`config.mk`:
```
export PLATFORM = sky130hd
export DESIGN_NAME = mult_pipelined
export DESIGN_NICKNAME = d
export VERILOG_FILES = /design/src/rtl/mult_pipelined.sv
export SDC_FILE = /design/constraint.sdc
export NUM_CORES = 1
export LEC_CHECK = 0
export ABC_AREA = 1
export ABC_CLOCK_PERIOD_IN_PS = 2000
export CORE_ASPECT_RATIO = 1.75
export CORE_MARGIN = 3
export CORE_UTILIZATION = 50
export DETAILED_ROUTE_END_ITERATION = 8
export MAX_ROUTING_LAYER = met4
export PLACE_DENSITY = 0.7
export SYNTH_ARGS = -nofsm -noshare
export SYNTH_HDL_FRONTEND = slang
export SYNTH_SLANG_ARGS = --single-unit
```
`constraint.sdc`:
```
create_clock -name clk -period 2 [get_ports clk]
set_input_delay 0.6 -clock clk [delete_from_list [all_inputs] [get_ports clk]]
set_output_delay 0.6 -clock clk [all_outputs]
set_load 0.02 [all_outputs]
```
`src/rtl/mult_pipelined.sv`:
```
// Unsigned BITS x BITS shift-add multiplier, one pipeline stage per multiplier bit.
// Accepts one operation per cycle and returns results in issue order after BITS edges.
module mult_pipelined #(
    parameter int BITS = 8
) (
    input  logic                clk,
    input  logic                reset_n,
    input  logic                start,
    input  logic [BITS-1:0]     multiplicand,
    input  logic [BITS-1:0]     multiplier,
    output logic [2*BITS-1:0]   product,
    output logic                zero_operand,
    output logic                data_valid
);

    localparam int PW = 2 * BITS;
    localparam int NS = BITS - 1;

    logic [NS-1:0]   r_valid;
    logic [BITS-1:0] r_a   [NS];
    logic [BITS-1:0] r_b   [NS];
    logic [PW-1:0]   r_sum [NS];

    logic [PW-1:0]   w_addend [BITS];
    logic [PW-1:0]   w_next   [BITS];

    // Stage i contributes A << i when bit i of B is set; the final stage feeds the output flops.
    for (genvar i = 0; i < BITS; i++) begin : g_stage
        if (i == 0) begin : g_first
            assign w_addend[i] = multiplier[0] ? {{BITS{1'b0}}, multiplicand} : '0;
            assign w_next[i]   = w_addend[i];
        end else begin : g_rest
            assign w_addend[i] = r_b[i-1][i] ? ({{BITS{1'b0}}, r_a[i-1]} << i) : '0;
            assign w_next[i]   = r_sum[i-1] + w_addend[i];
        end
    end

    always_ff @(posedge clk or negedge reset_n) begin
        if (!reset_n) begin
            r_valid <= '0;
        end else begin
            r_valid[0] <= start;
            for (int k = 1; k < NS; k++) begin
                r_valid[k] <= r_valid[k-1];
            end
        end
    end

    // Data registers need no reset: nothing downstream uses them without a matching valid bit.
    always_ff @(posedge clk) begin
        if (start) begin
            r_a[0]   <= multiplicand;
            r_b[0]   <= multiplier;
            r_sum[0] <= w_next[0];
        end
        for (int k = 1; k < NS; k++) begin
            if (r_valid[k-1]) begin
                r_a[k]   <= r_a[k-1];
                r_b[k]   <= r_b[k-1];
                r_sum[k] <= w_next[k];
            end
        end
    end

    always_ff @(posedge clk or negedge reset_n) begin
        if (!reset_n) begin
            product      <= '0;
            zero_operand <= 1'b0;
            data_valid   <= 1'b0;
        end else begin
            data_valid <= r_valid[NS-1];
            if (r_valid[NS-1]) begin
                product      <= w_next[BITS-1];
                zero_operand <= (r_a[NS-1] == '0) || (r_b[NS-1] == '0);
            end
        end
    end

endmodule

```
==> results.yml, run 1 <==
final_layout:
  post_route_cells_drive_above_1_share_pct: 6.295
  multi_input_area_sq_mm: 0.002512
  area_overhead_of_the_layout_relative_to_synthesis_pct: 14.12
  fillers: 1519
  num_antenna_cells: 0
  regArea_sq_mm: 0.006481
  fin_nets: 908
global_routing:
  m2_gr_usage_pct: 30.71
  grt.overflow.total: 0
  grt_max_degree: 33
  grtUsageMet3_pct: 2.205
  grt_util_all_layers_pct: 14.72
  first_global_vias: 5600
  antenna_found_initial: 0
  grt_use_met1_pct: 11.54
  global_route.peak_usage_layer: "met2"
  grt_first_pass_wirelength_microns: 23680
sta:
  max_freq_mhz: 540.5
  final-setup-viol-count: 0
  period_share_pct: 92.51
  rsz0062_at_grt: "false"
  timing_hold_violations_final: 0
  timing_max_transition_violations_final: 0
  timing.setup.tns_ps: 0
  clock-skew-final_ps: 11.33
  timing.max_slew.rel_slack_pct: 73.35
  finalCriticalPeriod_ps: 1850
  worst_pin_slew_ps: 399.7
power_and_ir_drop:
  sw_share_pct: 23.80
  p_per_area_mw_per_mm2: 961.5
  cell_internal_pwr_mw: 7.922
  irDropWorstVdd_uv: 807.2
  share_comb_of_total_power_pct: 12.5
  p_switching_mw: 2.474
  power.share.clock_pct: 33.7
  cellLeakagePower_nw: 4.993
  fin_total_pwr_mw: 10.40
  power_frac_seq_pct: 53.8
route:
  drt_total_wl_microns: 14040
  drt_iter0_drc: 156
  routed_via_count_divided_by_cell_count: 4.923
  drt_wl_cell_microns: 13.00
  firstDrtPassIters: 4
  route.detailed.drc: 0
  routed-via-count: 5317
  remaining_antenna_violation_count_after_routing: 0
yosys:
  synth_area_per_cell_sq_um: 12.42
  mappedNetlistNets: 844
  yosys.cell_types.count: 26
  postSynth.asyncResetShare_pct: 11.36
  mappedNetlistArea_sq_mm: 0.009475
  count_of_state_elements_after_synthesis: 220
  synth_enable_flop_cells: 195
  ys.flop_type: "sky130_fd_sc_hd__edfxtp_1"
  synth.yosys.warnings: 0
  syn-instance-count: 763
  synth.yosys.seq_area_share_pct: 68.40
hold_path:
  hold_path.class: "reg -> reg"
die:
  rows: 66
  die_w_microns: 110.1
  floorplan.core_area_sq_mm: 0.01858
  initial_utilization_pct: 51.00
  die_h_microns: 188.1
  die_area_sq_mm: 0.02070
  floorplan.io_pins: 37
clock_tree:
  htree_levels: 1
  root_buffer: "sky130_fd_sc_hd__clkbuf_16"
  clock_sinks: 220
  cts-root-to-sink-buffers: 3
  cts-buffers-inserted: 21
  worst_skew_pair.late_latency_ps: 490
  cts_tree: "done"
  path_clk_slew_ps: 60
placed_design:
  io_buffer_count: 36
  routabilityCongestion: 0.7814
  hpwlAfterDp_microns: 10490
critical_path:
  critical_path_class: "reg -> reg"
  required_ps: 2240
  critical_path_peak_fanout: 3
  start_kind: "flip-flop"
  cp-end-kind: "flip-flop"
  critical_path_arrival_ps: 2090
run_status:
  run_status: "complete, no violations"
job:
  max_cap_violations: 0
-- layout make-up --
cell class              count  area share (%)
multi-input cells         413           23.24
flip-flops and latches    220           59.94
clock inverters            11          0.5207
inverters                 119           4.131
repair buffers             52           4.351
clock buffers              27           5.068
well taps                 238           2.754
-- state kept, by name, summed over array words and instances (netlist names) --
signal	flops
r_sum	83
r_valid	7
r_a	56
zero_operand	1
r_b	56
product	16
data_valid	1
-- cell usage after synthesis, types with 2 or more instances --
library cell,number,area share [%]
sky130_fd_sc_hd__a21o_1,5,0.40
sky130_fd_sc_hd__a21oi_1,34,1.8
sky130_fd_sc_hd__buf_2,4,0.21
sky130_fd_sc_hd__clkbuf_1,6,0.24
sky130_fd_sc_hd__dfrtp_1,25,6.6
sky130_fd_sc_hd__edfxtp_1,195,62
sky130_fd_sc_hd__fa_1,7,1.5
sky130_fd_sc_hd__ha_1,55,7.3
sky130_fd_sc_hd__inv_1,118,4.7
sky130_fd_sc_hd__nand2_1,199,7.9
sky130_fd_sc_hd__nand3_1,40,2.1
sky130_fd_sc_hd__nand3b_1,2,0.16
sky130_fd_sc_hd__nand4_1,12,0.79
sky130_fd_sc_hd__nor2_1,14,0.55
sky130_fd_sc_hd__o21ai_0,3,0.16
sky130_fd_sc_hd__o21ai_2,5,0.46
sky130_fd_sc_hd__o21bai_1,5,0.40
sky130_fd_sc_hd__xnor2_1,11,1.0
sky130_fd_sc_hd__xor2_1,16,1.5
-- routing by layer --
layer  wire length, microns  part of all wire [%]
met5                      0                     0
met3                    462                   3.3
met4                    535                   3.8
met2                   8713                    62
met1                   4332                    31
-- worst max-delay path, stage by stage (launching register included) --
cell and delay, ps:
sky130_fd_sc_hd__edfxtp_1 340, sky130_fd_sc_hd__nand2_1 50, sky130_fd_sc_hd__inv_1 60, sky130_fd_sc_hd__ha_1 180
sky130_fd_sc_hd__inv_1 60, sky130_fd_sc_hd__fa_1 420, sky130_fd_sc_hd__o21ai_2 230, sky130_fd_sc_hd__nand2_1 110
sky130_fd_sc_hd__nand4_1 90, sky130_fd_sc_hd__nand2_1 70
-- final timing paths --
check	endpoint	cells after the start	startpoint	slack, ps
max	r_sum[2][8]	9	r_b[1][2]	150
min	r_b[6][4]	0	r_b[5][4]	410
max reg2reg	r_sum[2][8]	9	r_b[1][2]	150
min reg2reg	r_b[6][4]	0	r_b[5][4]	410
max in group asynchronous	r_valid[0]	2	reset_n	1270
min in group asynchronous	product[9]	2	reset_n	480
-- layout by cell type (no fill, tap or decap), drive strengths merged, types with 9 or more instances in the layout --
cell and instances:
clkinv 9, edfxtp 195, clkdlybuf4s50 18, dfrtp 25, dlygate4sd2 18, clkbuf 27, ha 55, inv 120
nand4 12, nor2 14, nand3 40, buf 16, xor2 16, xnor2 11, a21oi 34, nand2 199
-- power groups by stage --
stage               Clock, mW  Sequential (mW)  Combinational [mW]
CTS                      3.62             5.59                1.32
global placement            0             5.67                1.30
floorplan                   0             5.76               0.850
finish                   3.50             5.59                1.30
detailed placement          0             5.69                1.33
global route             3.78             5.63                1.50
-- stage by stage --
step	utilization [%]	worst slack [ps]	cells	instance area, sq um	hold slack [ps]
after CTS	58.09	82.58	1080	10790	415.9
after floorplan	-	80.00	763	9475	304.4
final	58.20	149.9	1080	10810	413.3
after detailed placement	54.96	90.00	1042	10210	404.5
after global placement	54.96	151.7	1042	10210	401.1
after global routing	58.20	1.428	1080	10810	421.0
-- timing repair --
item,in CTS,in global routing
hold buffers,0,0
pin swaps,0,2
resized for setup,18,6
endpoints found under the setup margin,18,9
buffers inserted,0,0
-- cells by family (layout without fill, tap and decap cells) --
family	Yosys count	count (layout)	share of synthesized area (%)
fa+ha+maj	62	62	8.742
compound gates	56	56	3.513
buf+inv	130	209	5.282
xor+xnor	27	27	2.496
simple gates	268	268	11.57
flops	220	220	68.40
(Power assumes the default switching activity.)
==> run 2, diff against run 1 <==
DONT_BUFFER_PORTS = 1   (was not set)
PLACE_DENSITY = 0.68   (was 0.7)
==> run 2 against run 1 <==
Flip-flop and latch count unchanged. Fmax down 2.0%. Critical path type unchanged. Die area unchanged. Largest cell class unchanged. Sequential share of layout area up 1.7 points. Clock skew about the same.
==> results.yml, run 2 (synthesis results as in run 1) <==
final_layout:
  finish.utilization_pct: 56.62
  fin_nets: 876
  post-route-cell-area_sq_mm: 0.01052
  area_overhead_of_the_layout_relative_to_synthesis_pct: 11.03
  largest_register_ffs: 83
  fillers: 1496
  biggest_regs: "r_sum x83, r_a x56, r_b x56"
  num_antenna_cells: 0
  most_flops_register: "r_sum"
  layout_commonest_cell: "sky130_fd_sc_hd__nand2_1"
  layout.cells.most_common_list: "sky130_fd_sc_hd__nand2_1, sky130_fd_sc_hd__edfxtp_1, sky130_fd_sc_hd__inv_1, sky130_fd_sc_hd__ha_1, sky130_fd_sc_hd__nand3_1"
  layoutNonFillerInstCount: 1046
  post_route_cells_drive_above_1_share_pct: 7.426
route:
  firstDrtPassIters: 6
  route.detailed.drc: 0
  drt_wl_cell_microns: 14.20
  drt_total_wl_microns: 14850
  routed_via_count_divided_by_cell_count: 5.170
  remaining_antenna_violation_count_after_routing: 0
  routed-via-count: 5408
  drt_iter0_drc: 260
die:
  floorplan.core_area_sq_mm: 0.01858
  floorplan.io_pins: 37
  die_h_microns: 188.1
  die_area_sq_mm: 0.02070
  rows: 66
  die_w_microns: 110.1
  initial_utilization_pct: 51.00
sta:
  timing_max_transition_violations_final: 0
  final-setup-viol-count: 0
  worst_pin_slew_ps: 389.0
  holdWs_ps: 149.6
  clock-skew-final_ps: 11.00
  max_freq_mhz: 529.7
  finalCriticalPeriod_ps: 1888
  setup_ws_ps: 112.2
  period_share_pct: 94.39
  timing_hold_violations_final: 0
  timing.max_slew.rel_slack_pct: 74.07
  timing.setup.tns_ps: 0
clock_tree:
  cts_tree: "done"
  path_clk_slew_ps: 70
  cts-root-to-sink-buffers: 3
  worst_skew_pair.late_latency_ps: 490
  cts-buffers-inserted: 21
  clock_sinks: 220
  root_buffer: "sky130_fd_sc_hd__clkbuf_16"
  htree_levels: 1
job:
  max_cap_violations: 0
critical_path:
  critical_path_arrival_ps: 2270
  critical_path_class: "reg -> reg"
  cp-end-kind: "flip-flop"
  critical_path_peak_fanout: 6
  start_kind: "flip-flop"
  required_ps: 2380
global_routing:
  grt_max_degree: 33
  grt_first_pass_wirelength_microns: 23780
  grtUsageMet3_pct: 2.067
  first_global_vias: 5599
  m2_gr_usage_pct: 31.83
  antenna_found_initial: 0
  grt.overflow.total: 0
  global_route.peak_usage_layer: "met2"
  grt_use_met1_pct: 11.01
  grt_util_all_layers_pct: 14.79
power_and_ir_drop:
  cellLeakagePower_nw: 4.835
  irDropWorstVdd_uv: 835.7
  fin_total_pwr_mw: 10.33
  p_per_area_mw_per_mm2: 981.9
placed_design:
  postPlaceCellArea_sq_mm: 0.009824
  dp_cells: 1004
  hpwlAfterDp_microns: 11070
  io_buffer_count: 0
  routabilityCongestion: 0.7705
  preCtsSetupSlack_ps: 31.41
run_status:
  run_status: "complete, no violations"
hold_path:
  hold_path.class: "in -> reg"
[run 2: changes by cell type in the layout (fill, tap and decap cells not counted), sizes merged]
cell / before / now
clkdlybuf4s50: 18 / 0
dlygate4sd2: 18 / 0
buf: 16 / 19
clkinv: 9 / 8
clkinvlp: 1 / 0
dlygate4sd3: 0 / 1
[run 2: final timing paths]
kind / startpoint / depth (start not counted) / slack (ps) / end
max: r_b[6][7] / 10 / 110 / product[14]
min: start / 0 / 150 / r_valid[0]
max reg2reg: r_b[6][7] / 10 / 110 / product[14]
min reg2reg: r_b[5][3] / 0 / 410 / r_b[6][3]
max in group asynchronous: reset_n / 2 / 1240 / r_valid[4]
min in group asynchronous: reset_n / 2 / 590 / product[7]
[run 2: timing repair]
item                       4_1_cts  5_1_grt
hold endpoints to repair        25        0
setup endpoints to repair        0        9
hold buffers                     2        0
setup buffers                    0        4
resized for setup                0       11
[run 2: where the power goes]
part	total, mW	leakage, nW	internal [mW]	switching (mW)
logic	1.21	2.33	0.469	0.742
registers	5.66	2.22	5.47	0.193
clock network	3.46	0.288	1.93	1.53
[run 2: cell type report]
| cell class | instances | area [sq um] | share of cell area, % |
|---|---|---|---|
| Clock buffer | 27 | 548.0 | 5.209 |
| Inverter | 119 | 446.7 | 4.246 |
| Sequential cell | 220 | 6481 | 61.61 |
| Tap cell | 238 | 297.8 | 2.831 |
| Timing Repair Buffer | 20 | 165.2 | 1.570 |
| Clock inverter | 9 | 41.29 | 0.3925 |
| Multi-Input combinational cell | 413 | 2540 | 24.14 |
[run 2: routing by layer]
layer / part of all wire, % / up-vias
li1: - / 2629
met1: 31 / 2615
met2: 62 / 126
met3: 3.7 / 38
met4: 3.2 / 0
met5: 0 / -
[run 2: worst max-delay path, stage by stage (launching register included)]
cell and delay, ps:
sky130_fd_sc_hd__edfxtp_1 460, sky130_fd_sc_hd__buf_4 200, sky130_fd_sc_hd__nand2_1 50, sky130_fd_sc_hd__inv_1 40, sky130_fd_sc_hd__ha_1 330, sky130_fd_sc_hd__nand2_1 130, sky130_fd_sc_hd__inv_1 50, sky130_fd_sc_hd__a21oi_1 230
sky130_fd_sc_hd__nand3_1 140, sky130_fd_sc_hd__nand3_1 120, sky130_fd_sc_hd__nand2_1 60
